===== config.mk =====
export PLATFORM = sky130hd
export DESIGN_NAME = input_viewer_overlay_ctrl
export DESIGN_NICKNAME = d
export VERILOG_FILES = /design/src/rtl/input_viewer_overlay_ctrl.sv
export SDC_FILE = /design/constraint.sdc
export NUM_CORES = 1
export LEC_CHECK = 0
export CAP_MARGIN = 25
export CORE_ASPECT_RATIO = 0.6
export CORE_MARGIN = 4
export CORE_UTILIZATION = 48
export CTS_BUF_LIST = sky130_fd_sc_hd__clkbuf_16
export DETAILED_ROUTE_END_ITERATION = 16
export PLACE_DENSITY = 0.85
export SYNTH_ARGS = -nofsm -noshare
export SYNTH_HDL_FRONTEND = slang
export SYNTH_SLANG_ARGS = --single-unit

===== constraint.sdc =====
create_clock -name clk -period 7.3 [get_ports clk]
set_input_delay 1.825 -clock clk [delete_from_list [all_inputs] [get_ports clk]]
set_output_delay 1.825 -clock clk [all_outputs]
set_load 0.05 [all_outputs]

===== src/rtl/input_viewer_overlay_ctrl.sv =====
// input_viewer_overlay_ctrl
// Maps VGA raster coordinates onto the shared sprite ROM address bus, waits out the
// 1-cycle ROM read latency, and composites d-pad fill overlays on top of the base image
// for buttons that are currently lit. Button state is sampled only on frame_start and
// held for HOLD_FRAMES further frames after release.
//
// Ports:
//   clk, reset        pixel clock, asynchronous active-high reset
//   x, y, video_on    raster position and active-video flag (stage 0)
//   frame_start       one-cycle pulse per frame; the only time lit/cnt update
//   buttons[3:0]      up, down, left, right levels
//   rom_row, rom_col  registered shared ROM address (stage 1)
//   base_data         base ROM output (stage 2)
//   fill_data[47:0]   four fill ROM outputs, fill i at [12i+11:12i] (stage 2)
//   pixel_out         registered RGB444 result (stage 3)
//   pixel_valid       video_on aligned with pixel_out
//   lit[3:0]          fill state currently applied to the composite
module input_viewer_overlay_ctrl #(
    parameter int unsigned IMG_W       = 584,
    parameter int unsigned IMG_H       = 167,
    parameter int unsigned X0          = 28,
    parameter int unsigned Y0          = 156,
    parameter logic [7:0]  HOLD_FRAMES = 8'd4,
    parameter logic [11:0] FILL_COLOR  = 12'hF80,
    parameter logic [11:0] BG_COLOR    = 12'h000
) (
    input  logic        clk,
    input  logic        reset,
    input  logic [9:0]  x,
    input  logic [9:0]  y,
    input  logic        video_on,
    input  logic        frame_start,
    input  logic [3:0]  buttons,
    output logic [7:0]  rom_row,
    output logic [9:0]  rom_col,
    input  logic [11:0] base_data,
    input  logic [47:0] fill_data,
    output logic [11:0] pixel_out,
    output logic        pixel_valid,
    output logic [3:0]  lit
);

    localparam logic [9:0] X_LO   = 10'(X0);
    localparam logic [9:0] X_HI   = 10'(X0 + IMG_W);
    localparam logic [9:0] Y_LO   = 10'(Y0);
    localparam logic [9:0] Y_HI   = 10'(Y0 + IMG_H);
    localparam logic [7:0] Y_LO_8 = 8'(Y0);

    // ---------------- stage 1: window test and address ----------------
    logic       in_win;
    logic [9:0] col_off;
    logic [7:0] row_off;

    assign in_win  = (x >= X_LO) && (x < X_HI) && (y >= Y_LO) && (y < Y_HI);
    assign col_off = x - X_LO;
    // Row fits in 8 bits on a hit, so the subtraction is done modulo 256 directly.
    assign row_off = y[7:0] - Y_LO_8;

    logic win_s1, von_s1;
    logic win_s2, von_s2;

    always_ff @(posedge clk or posedge reset) begin
        if (reset) begin
            rom_row <= '0;
            rom_col <= '0;
            win_s1  <= 1'b0;
            von_s1  <= 1'b0;
            win_s2  <= 1'b0;
            von_s2  <= 1'b0;
        end else begin
            // Misses drive address 0 so an underflowed offset never reaches the bus.
            rom_row <= in_win ? row_off : '0;
            rom_col <= in_win ? col_off : '0;
            win_s1  <= in_win;
            von_s1  <= video_on;
            // Stage 2: flags ride alongside the ROM read.
            win_s2  <= win_s1;
            von_s2  <= von_s1;
        end
    end

    // ---------------- stage 3: composite ----------------
    logic        fill_hit;
    logic [11:0] pixel_d;

    always_comb begin
        fill_hit = 1'b0;
        // Every opaque lit fill yields FILL_COLOR, so the lowest-index winner
        // reduces to an OR across the fills.
        for (int i = 0; i < 4; i++) begin
            if (lit[i] && (fill_data[12*i +: 12] != 12'h000)) begin
                fill_hit = 1'b1;
            end
        end

        pixel_d = base_data;
        if (!von_s2) begin
            pixel_d = 12'h000;
        end else if (!win_s2) begin
            pixel_d = BG_COLOR;
        end else if (fill_hit) begin
            pixel_d = FILL_COLOR;
        end
    end

    always_ff @(posedge clk or posedge reset) begin
        if (reset) begin
            pixel_out   <= '0;
            pixel_valid <= 1'b0;
        end else begin
            pixel_out   <= pixel_d;
            pixel_valid <= von_s2;
        end
    end

    // ---------------- hold counters ----------------
    logic [7:0] cnt_q [4];
    logic [7:0] cnt_d [4];
    logic [3:0] lit_d;

    always_comb begin
        lit_d = lit;
        for (int i = 0; i < 4; i++) begin
            cnt_d[i] = cnt_q[i];
        end
        if (frame_start) begin
            for (int i = 0; i < 4; i++) begin
                if (buttons[i]) begin
                    cnt_d[i] = HOLD_FRAMES;
                    lit_d[i] = 1'b1;
                end else if (cnt_q[i] != 8'd0) begin
                    cnt_d[i] = cnt_q[i] - 8'd1;
                    lit_d[i] = 1'b1;
                end else begin
                    lit_d[i] = 1'b0;
                end
            end
        end
    end

    always_ff @(posedge clk or posedge reset) begin
        if (reset) begin
            lit <= '0;
            for (int i = 0; i < 4; i++) begin
                cnt_q[i] <= '0;
            end
        end else begin
            lit <= lit_d;
            for (int i = 0; i < 4; i++) begin
                cnt_q[i] <= cnt_d[i];
            end
        end
    end

endmodule

### Yosys cells after proc, flatten, opt, wreduce, memory -nomap -nowiden

Cells that the tools add are included.

* flip-flop bits (word level): 71
* input port bits: 88
* logic and storage cells: 71

* add/subtract/negate cells: 6
* magnitude comparators: 4
* multiplexer cells: 25
* reduce and logical (&&, ||, !) cells: 23

Operators by type and width (count)
* 8-bit 2-to-1 mux: 9
* 12-bit nonzero test: 4
* 12-bit 2-to-1 mux: 3
* 8-bit nonzero test: 4
* 8-bit by 1-bit subtractor with 8-bit output, second input constant: 4
* 1-bit 2-to-1 mux: 12
* 10-bit by 5-bit >= comparator with 1-bit output, second input constant: 1
* 10-bit by 8-bit >= comparator with 1-bit output, second input constant: 1
* 10-bit less-than comparator, second input constant: 1
* 10-bit by 9-bit less-than comparator with 1-bit output, second input constant: 1
* 10-bit 2-to-1 mux: 1
* 10-bit by 5-bit subtractor with 10-bit output, second input constant: 1
* 2-bit AND reduction: 4
* 2-bit nonzero test: 4
* 8-bit subtractor, second input constant: 1
* 1-bit logical AND: 7

### Longest topological paths before layout

Gate-level depths: netlist of run 1.

* depth after elaboration: 9
* gate-level depth with buffers: 8
* depth with buffers taken out: 6

### Least setup slack after synthesis of run 1

OpenSTA, ideal clock, no wires.

* kind: input port to flip-flop
* from: in buttons[1]
* to: reg cnt_q[16] (netlist name)
* setup time: 118 ps
* data arrival time: 3250 ps
* data required time: 7182 ps
* slack: 3932 ps
* stages on the path: 5
* buffers on the path: 1
* path through: buf_2 > or4b_2 > o21ai_0 > nor3_1 > a21o_1

* longest elaborated chain between the ends: 2
* elaborated cells between the ends (all ways): 3
* classes of those cells: mux (1); reduce/logical (2)

RTL lines
* from (decl): line 33 `input logic [3:0] buttons,`
* 2-bit nonzero test (no line)
* 2-bit AND reduction (no line)
* to (signal, indexed assignment): line 150 `cnt_q[i] <= cnt_d[i];`
* to (decl): line 117 `logic [7:0] cnt_q [4];`

Several ways; a longest one is shown, not always the timed one.
A chain may end at the register's enable or synchronous reset.

### Worst setup path in the final report of run 1

Ends and elaborated chain as after synthesis.

==> flow_summary_export.csv, run 1 <==
group,metric,value,unit
logic_synthesis,synth_area_leader_cell,"dfrtp_1",
timing,maxSlewHeadroom,38.8,%
cts,cts.path.max_buffers,2,
critical_path,path_max_fanout,10,
route,dr.pass1.iters,4,
timing,fmax,272,MHz
floorplan,die-area,8550,um^2
critical_path,cp-start-kind,"input pin",
cts,ctsHoldBuffers,0,
cts,htreeDepth,3,
global_routing,grt_max_degree,72,
global_routing,grtUsageTotal,22.2,%
floorplan,start_util,50.1,%
timing,whs,0.355,ns
timing,skew,0.00577,ns
logic_synthesis,synth-seq-cells,71,
cells_and_area,final_cells,551,
cts,clkTransAtPathRegs,0.05,ns
route,num_vias,3030,
pwr,vdd_drop_max,0.000175,V
timing,fin_crit_sh,50.3,%
timing,tightest_slew,0.910,ns
floorplan,die_w,117,um
timing,min_period,3.67,ns
cts,insertion_delay,0.33,ns
timing,setup_ws,3.63,ns
logic_synthesis,synth_top_area_share,52.2,%
cts,cts_resized,0,
cells_and_area,nets,555,
cells_and_area,area_growth,47.0,%
cells_and_area,diodes,0,
critical_path,worstPathArrival,3.89,ns
global_routing,grt_overflow,0,
route,drc_errors,0,
logic_synthesis,syn_area_per_cell,10.2,um^2
route,ant_nets,0,
critical_path,required,7.52,ns
hold_path,min_path_type,"reg2reg",
logic_synthesis,async_flop_share,100,%
timing,rsz0062_at_grt,"false",
logic_synthesis,ys_seq_area_share,52.2,%
placed_design,pre_cts_ws,3.29,ns
logic_synthesis,syn_area,3410,um^2
global_routing,grt_pass1_vias,2997,
pwr,powerDensity,274,nW/um^2
placed_design,gp_congestion,0.815,
route,wl_per_cell,16.5,um
timing,setup_viol_count_final,0,
cells_and_area,multi_input_area,1460,um^2
logic_synthesis,synth.area.top_cells,"dfrtp_1 (52%), nor3_1 (4.3%), inv_1 (3.7%), ha_1 (2.9%), o31ai_1 (2.9%)",
logic_synthesis,synth_edf_count,0,
timing,hold_viol_final,0,
outcome,outcome,"completed",
pwr,p_leak,2.16,nW
logic_synthesis,syn_nets,430,
logic_synthesis,yosys_most_used_dff,"dfrtp_1",
route,wl,9110,um
floorplan,die_h,73.2,um
logic_synthesis,ys_types,42,
cells_and_area,layout-drive-gt1-share,6.68,%
floorplan,core,6790,um^2
cts,root_buffer,"clkbuf_16",
critical_path,criticalPathCategory,"in2reg",
cts,cts.sinks,71,
run,maxCapViolations,0,
cells_and_area,fillCellCount,476,
logic_synthesis,synth_warnings,0,
placed_design,dp_cells,535,
cts,cts_tree,"yes",
floorplan,rows,23,
global_routing,antenna_found_initial,0,
floorplan,pin_count,123,
logic_synthesis,synth_cells,334,
placed_design,numPortBuffers,122,
timing,tns,0,ns
route,drt_iter0_markers,211,
timing,maxSlewViolCount,0,
placed_design,dp_hpwl,6920,um
cts,cts_buffers,9,
global_routing,grt_pass1_wl,14600,um
cts,cts_post_setup_buffers_inserted,0,
cells_and_area,final-seq-area,1780,um^2
route,vias_per_cell,5.50,
critical_path,cp-end-kind,"register",
## synthesized netlist by cell type, types with 3 or more instances
library cell and n:
a211oi_1 3, a21o_1 3, a21oi_1 17, a31oi_1 5, clkbuf_1 8, dfrtp_1 71
ha_1 8, inv_1 34, nand2_1 13, nor2_1 18, nor3_1 29, nor3b_1 11
nor4_1 14, o2111ai_1 4, o211ai_1 3, o21ai_0 14, o31ai_1 13, or3_1 6
or3b_2 3, or4_1 8, xnor2_1 9, xor2_1 10
## critical path, cell delays in order
cell and delay [ns]:
clkdlybuf4s50_1 0.56, or4b_2 0.72, o21ai_0 0.52, nor3_1 0.09, a21o_1 0.17
## logic make-up (layout without fill, tap and decap cells)
kind of cell / Yosys count / count (layout) / share of synthesized area [%]
simple gates: 117 / 117 / 19.3
flops: 71 / 71 / 52.2
fa+ha+maj: 8 / 8 / 2.94
buf+inv: 45 / 175 / 5.03
xor+xnor: 19 / 19 / 4.89
compound gates: 74 / 74 / 15.7
## sequential cells by signal, indices dropped and copies added (netlist names)
name         cells
pixel_out       12
lit              4
win_s1           1
von_s2           1
win_s2           1
cnt_q           32
von_s1           1
pixel_valid      1
rom_row          8
rom_col         10
## area by class of cell
cell class              count  area share [%]
clock inverters             7            1.30
multi-input cells         218            29.1
inverters                  34            2.55
well taps                  87            2.17
flip-flops and latches     71            35.5
clock buffers               9            4.50
repair buffers            125            24.8
## placed cells by master, fill, tap and decap left out, types with 2 or more instances in the layout
| cell type | synthesis | routed |
|---|---|---|
| nor3b_1 | 11 | 11 |
| a21boi_0 | 2 | 2 |
| o21ai_0 | 14 | 14 |
| buf_4 | 0 | 3 |
| inv_1 | 34 | 34 |
| a21o_1 | 3 | 3 |
| nor2_1 | 18 | 18 |
| o211ai_1 | 3 | 3 |
| o31ai_1 | 13 | 13 |
| clkbuf_16 | 0 | 9 |
| clkinv_2 | 0 | 2 |
| and2_0 | 2 | 2 |
| nor2b_1 | 2 | 2 |
| xnor2_1 | 9 | 9 |
| nand2_1 | 13 | 13 |
| or3_1 | 6 | 6 |
| xor2_1 | 10 | 10 |
| or4_1 | 8 | 8 |
| clkinv_4 | 0 | 2 |
| or2_2 | 2 | 2 |
| or3b_2 | 3 | 3 |
| nand3_1 | 2 | 2 |
| clkdlybuf4s50_1 | 0 | 122 |
| a21oi_1 | 17 | 17 |
| a31oi_1 | 5 | 5 |
| dfrtp_1 | 71 | 71 |
| a211oi_1 | 3 | 3 |
| a32o_1 | 2 | 2 |
| ha_1 | 8 | 8 |
| nor3_1 | 29 | 29 |
| o31ai_2 | 2 | 2 |
| nand2b_1 | 2 | 2 |
| o2111ai_1 | 4 | 4 |
| o311ai_2 | 2 | 2 |
| nor4_1 | 14 | 14 |
## report_power, final
part / switching [mW] / total [mW] / leakage (nW) / internal, mW
combinational: 0.221 / 0.404 / 1.07 / 0.183
sequential: 0.0794 / 0.546 / 0.937 / 0.466
clock: 0.158 / 0.419 / 0.148 / 0.261
## metal layers
| metal | vias up | global-route usage (%) | share of wire, % |
|---|---|---|---|
| li1 | 1457 | - | - |
| met1 | 1476 | 30.5 | 44 |
| met2 | 90 | 34.6 | 48 |
| met3 | 7 | 6.71 | 6.6 |
| met4 | 0 | 5.98 | 0.92 |
| met5 | - | 0 | 0 |
## worst paths after layout
check / startpoint / end / slack (ns) / cells after the start
max in group asynchronous: reset / cnt_q[17] / 4.67 / 3
worst min register to register: von_s1 / von_s2 / 0.35 / 0
worst min-delay path: von_s1 / von_s2 / 0.35 / 0
worst max-delay path: buttons[1] / cnt_q[16] / 3.63 / 5
worst max register to register: cnt_q[16] / cnt_q[16] / 5.07 / 6
min in group asynchronous: reset / rom_row[2] / 2.08 / 3
## stage by stage
step | utilization, % | power [mW] | cell area [um^2]
after floorplan | - | 0.804 | 3410
after global placement | 69.4 | 0.921 | 4710
after detailed placement | 69.4 | 0.947 | 4710
after CTS | 73.7 | 1.37 | 5000
after global routing | 73.7 | 1.45 | 5000
final | 73.7 | 1.37 | 5000
Note: power is estimated with default switching activity, not from simulation.
==> inputs of run 2 (changes only) <==
CORE_UTILIZATION = 45   (was 48)
PLACE_DENSITY = 0.81   (was 0.85)
clock period = 3.8 ns   (was 7.3 ns; I/O delays follow)
==> flow_summary_export.csv, run 2 (same netlist as run 1, synthesis figures left out) <==
group,metric,value,unit
placed_design,dp_hpwl,6700,um
pwr,p_leak,2.17,nW
route,wl,8880,um
cells_and_area,layout-drive-gt1-share,7.10,%
pwr,powerDensity,533,nW/um^2
pwr,p_clk_share,32.6,%
route,dr.pass1.iters,4,
floorplan,pin_count,123,
timing,maxSlewHeadroom,41.9,%
timing,min_period,2.79,ns
cts,cts_tree,"yes",
timing,rsz0062_at_grt,"false",
global_routing,antenna_found_initial,0,
route,drc_errors,0,
floorplan,die_w,120,um
critical_path,worstPathArrival,3.02,ns
pwr,p_sw,0.879,mW
route,vias_per_cell,5.17,
cts,cts.sinks,71,
cells_and_area,multi_input_area,1460,um^2
timing,fin_crit_sh,73.4,%
floorplan,rows,24,
route,ant_nets,0,
cts,root_buffer,"clkbuf_16",
pwr,vdd_drop_max,0.000327,V
pwr,p_int,1.82,mW
cts,cts_post_setup_buffers_inserted,0,
global_routing,grtUsageTotal,20.5,%
placed_design,numPortBuffers,122,
cells_and_area,regMostFlops,"cnt_q",
cts,clkTransAtPathRegs,0.05,ns
timing,tightest_slew,0.871,ns
timing,skew,0.00529,ns
route,wl_per_cell,15.6,um
cells_and_area,diodes,0,
global_routing,grt_pass1_wl,14200,um
timing,hold_viol_final,0,
cts,cts.path.max_buffers,2,
placed_design,gp_congestion,0.844,
global_routing,grt_max_degree,72,
cells_and_area,largestRegisters,"cnt_q x32, pixel_out x12, rom_col x10",
pwr,p_seq_share,38.7,%
hold_path,min_path_type,"reg2reg",
run,maxCapViolations,0,
critical_path,criticalPathCategory,"in2reg",
timing,tns,0,ns
cells_and_area,nets,556,
global_routing,grt_pass1_vias,2889,
cts,cts_buffers,9,
outcome,outcome,"completed",
timing,fmax,359,MHz
critical_path,path_max_fanout,10,
cells_and_area,area_growth,48.5,%
critical_path,cp-end-kind,"register",
route,drt_iter0_markers,148,
cts,insertion_delay,0.34,ns
cells_and_area,layout_commonest_cell,"clkdlybuf4s50_1",
floorplan,start_util,46.7,%
critical_path,required,4.03,ns
floorplan,core,7300,um^2
cells_and_area,final-seq-area,1780,um^2
floorplan,die_h,75.4,um
cells_and_area,layout_common_cells,"clkdlybuf4s50_1 (122), dfrtp_1 (71), inv_1 (34), nor3_1 (29), nor2_1 (18)",
global_routing,grt_overflow,0,
cts,ctsHoldBuffers,0,
critical_path,cp-start-kind,"input pin",
timing,maxSlewViolCount,0,
cts,cts_resized,0,
pwr,p_sw_share,32.6,%
route,num_vias,2941,
placed_design,pre_cts_ws,0.667,ns
cells_and_area,fillCellCount,552,
timing,setup_viol_count_final,0,
cells_and_area,largest_reg_flops,32,
timing,setup_ws,1.01,ns
cts,htreeDepth,3,
pwr,p_comb_share,28.6,%
floorplan,die-area,9070,um^2
run 2: worst paths after layout:
| check | from | cells after the start | end | slack [ns] |
|---|---|---|---|---|
| worst max register to register | cnt_q[16] | 6 | cnt_q[16] | 1.58 |
| worst max-delay path | buttons[1] | 5 | cnt_q[16] | 1.01 |
| max in group asynchronous | reset | 3 | rom_col[5] | 2.04 |
| worst min-delay path | win_s1 | 0 | win_s2 | 0.35 |
| worst min register to register | win_s1 | 0 | win_s2 | 0.35 |
| min in group asynchronous | reset | 3 | rom_col[7] | 1.20 |
run 2: worst max-delay path, cell delays in order:
cell and delay (ns):
clkdlybuf4s50_1 0.55, or4b_2 0.72, o21ai_0 0.53, nor3_1 0.09, a21o_1 0.17
run 2: per-stage QoR:
stage          cells  cell area (um^2)  hold slack, ns  total power, mW  utilization [%]
2_1_floorplan    334              3410           0.331             1.54                -
6_report         569              5060           0.348             2.70             69.3
5_1_grt          569              5060           0.359             2.87             69.3
3_3_place_gp     553              4740           0.332             1.77             65.0
3_5_place_dp     553              4740           0.336             1.82             65.0
4_1_cts          569              5060           0.349             2.71             69.3
run 2: layout make-up:
| type | count | share of cell area (%) |
|---|---|---|
| tap | 104 | 2.57 |
| timing repair buffer | 126 | 24.7 |
| sequential | 71 | 35.1 |
| multi-input combinational | 218 | 28.8 |
| inverter | 34 | 2.52 |
| clock buffer | 9 | 4.45 |
| clock inverter | 7 | 1.76 |
run 2: power groups by stage:
stage	Clock, mW	Combinational, mW	Sequential [mW]
floorplan	0	0.478	1.07
global placement	0	0.731	1.04
detailed placement	0	0.769	1.05
CTS	0.899	0.776	1.04
global route	0.934	0.863	1.07
finish	0.880	0.772	1.04
run 2: metal layers:
layer	wire length, um	vias to the layer above	track usage [%]
met2	4250	60	31.6
met3	379	10	6.60
li1	-	1457	-
met4	129	0	7.41
met5	0	-	0
met1	4120	1414	27.9
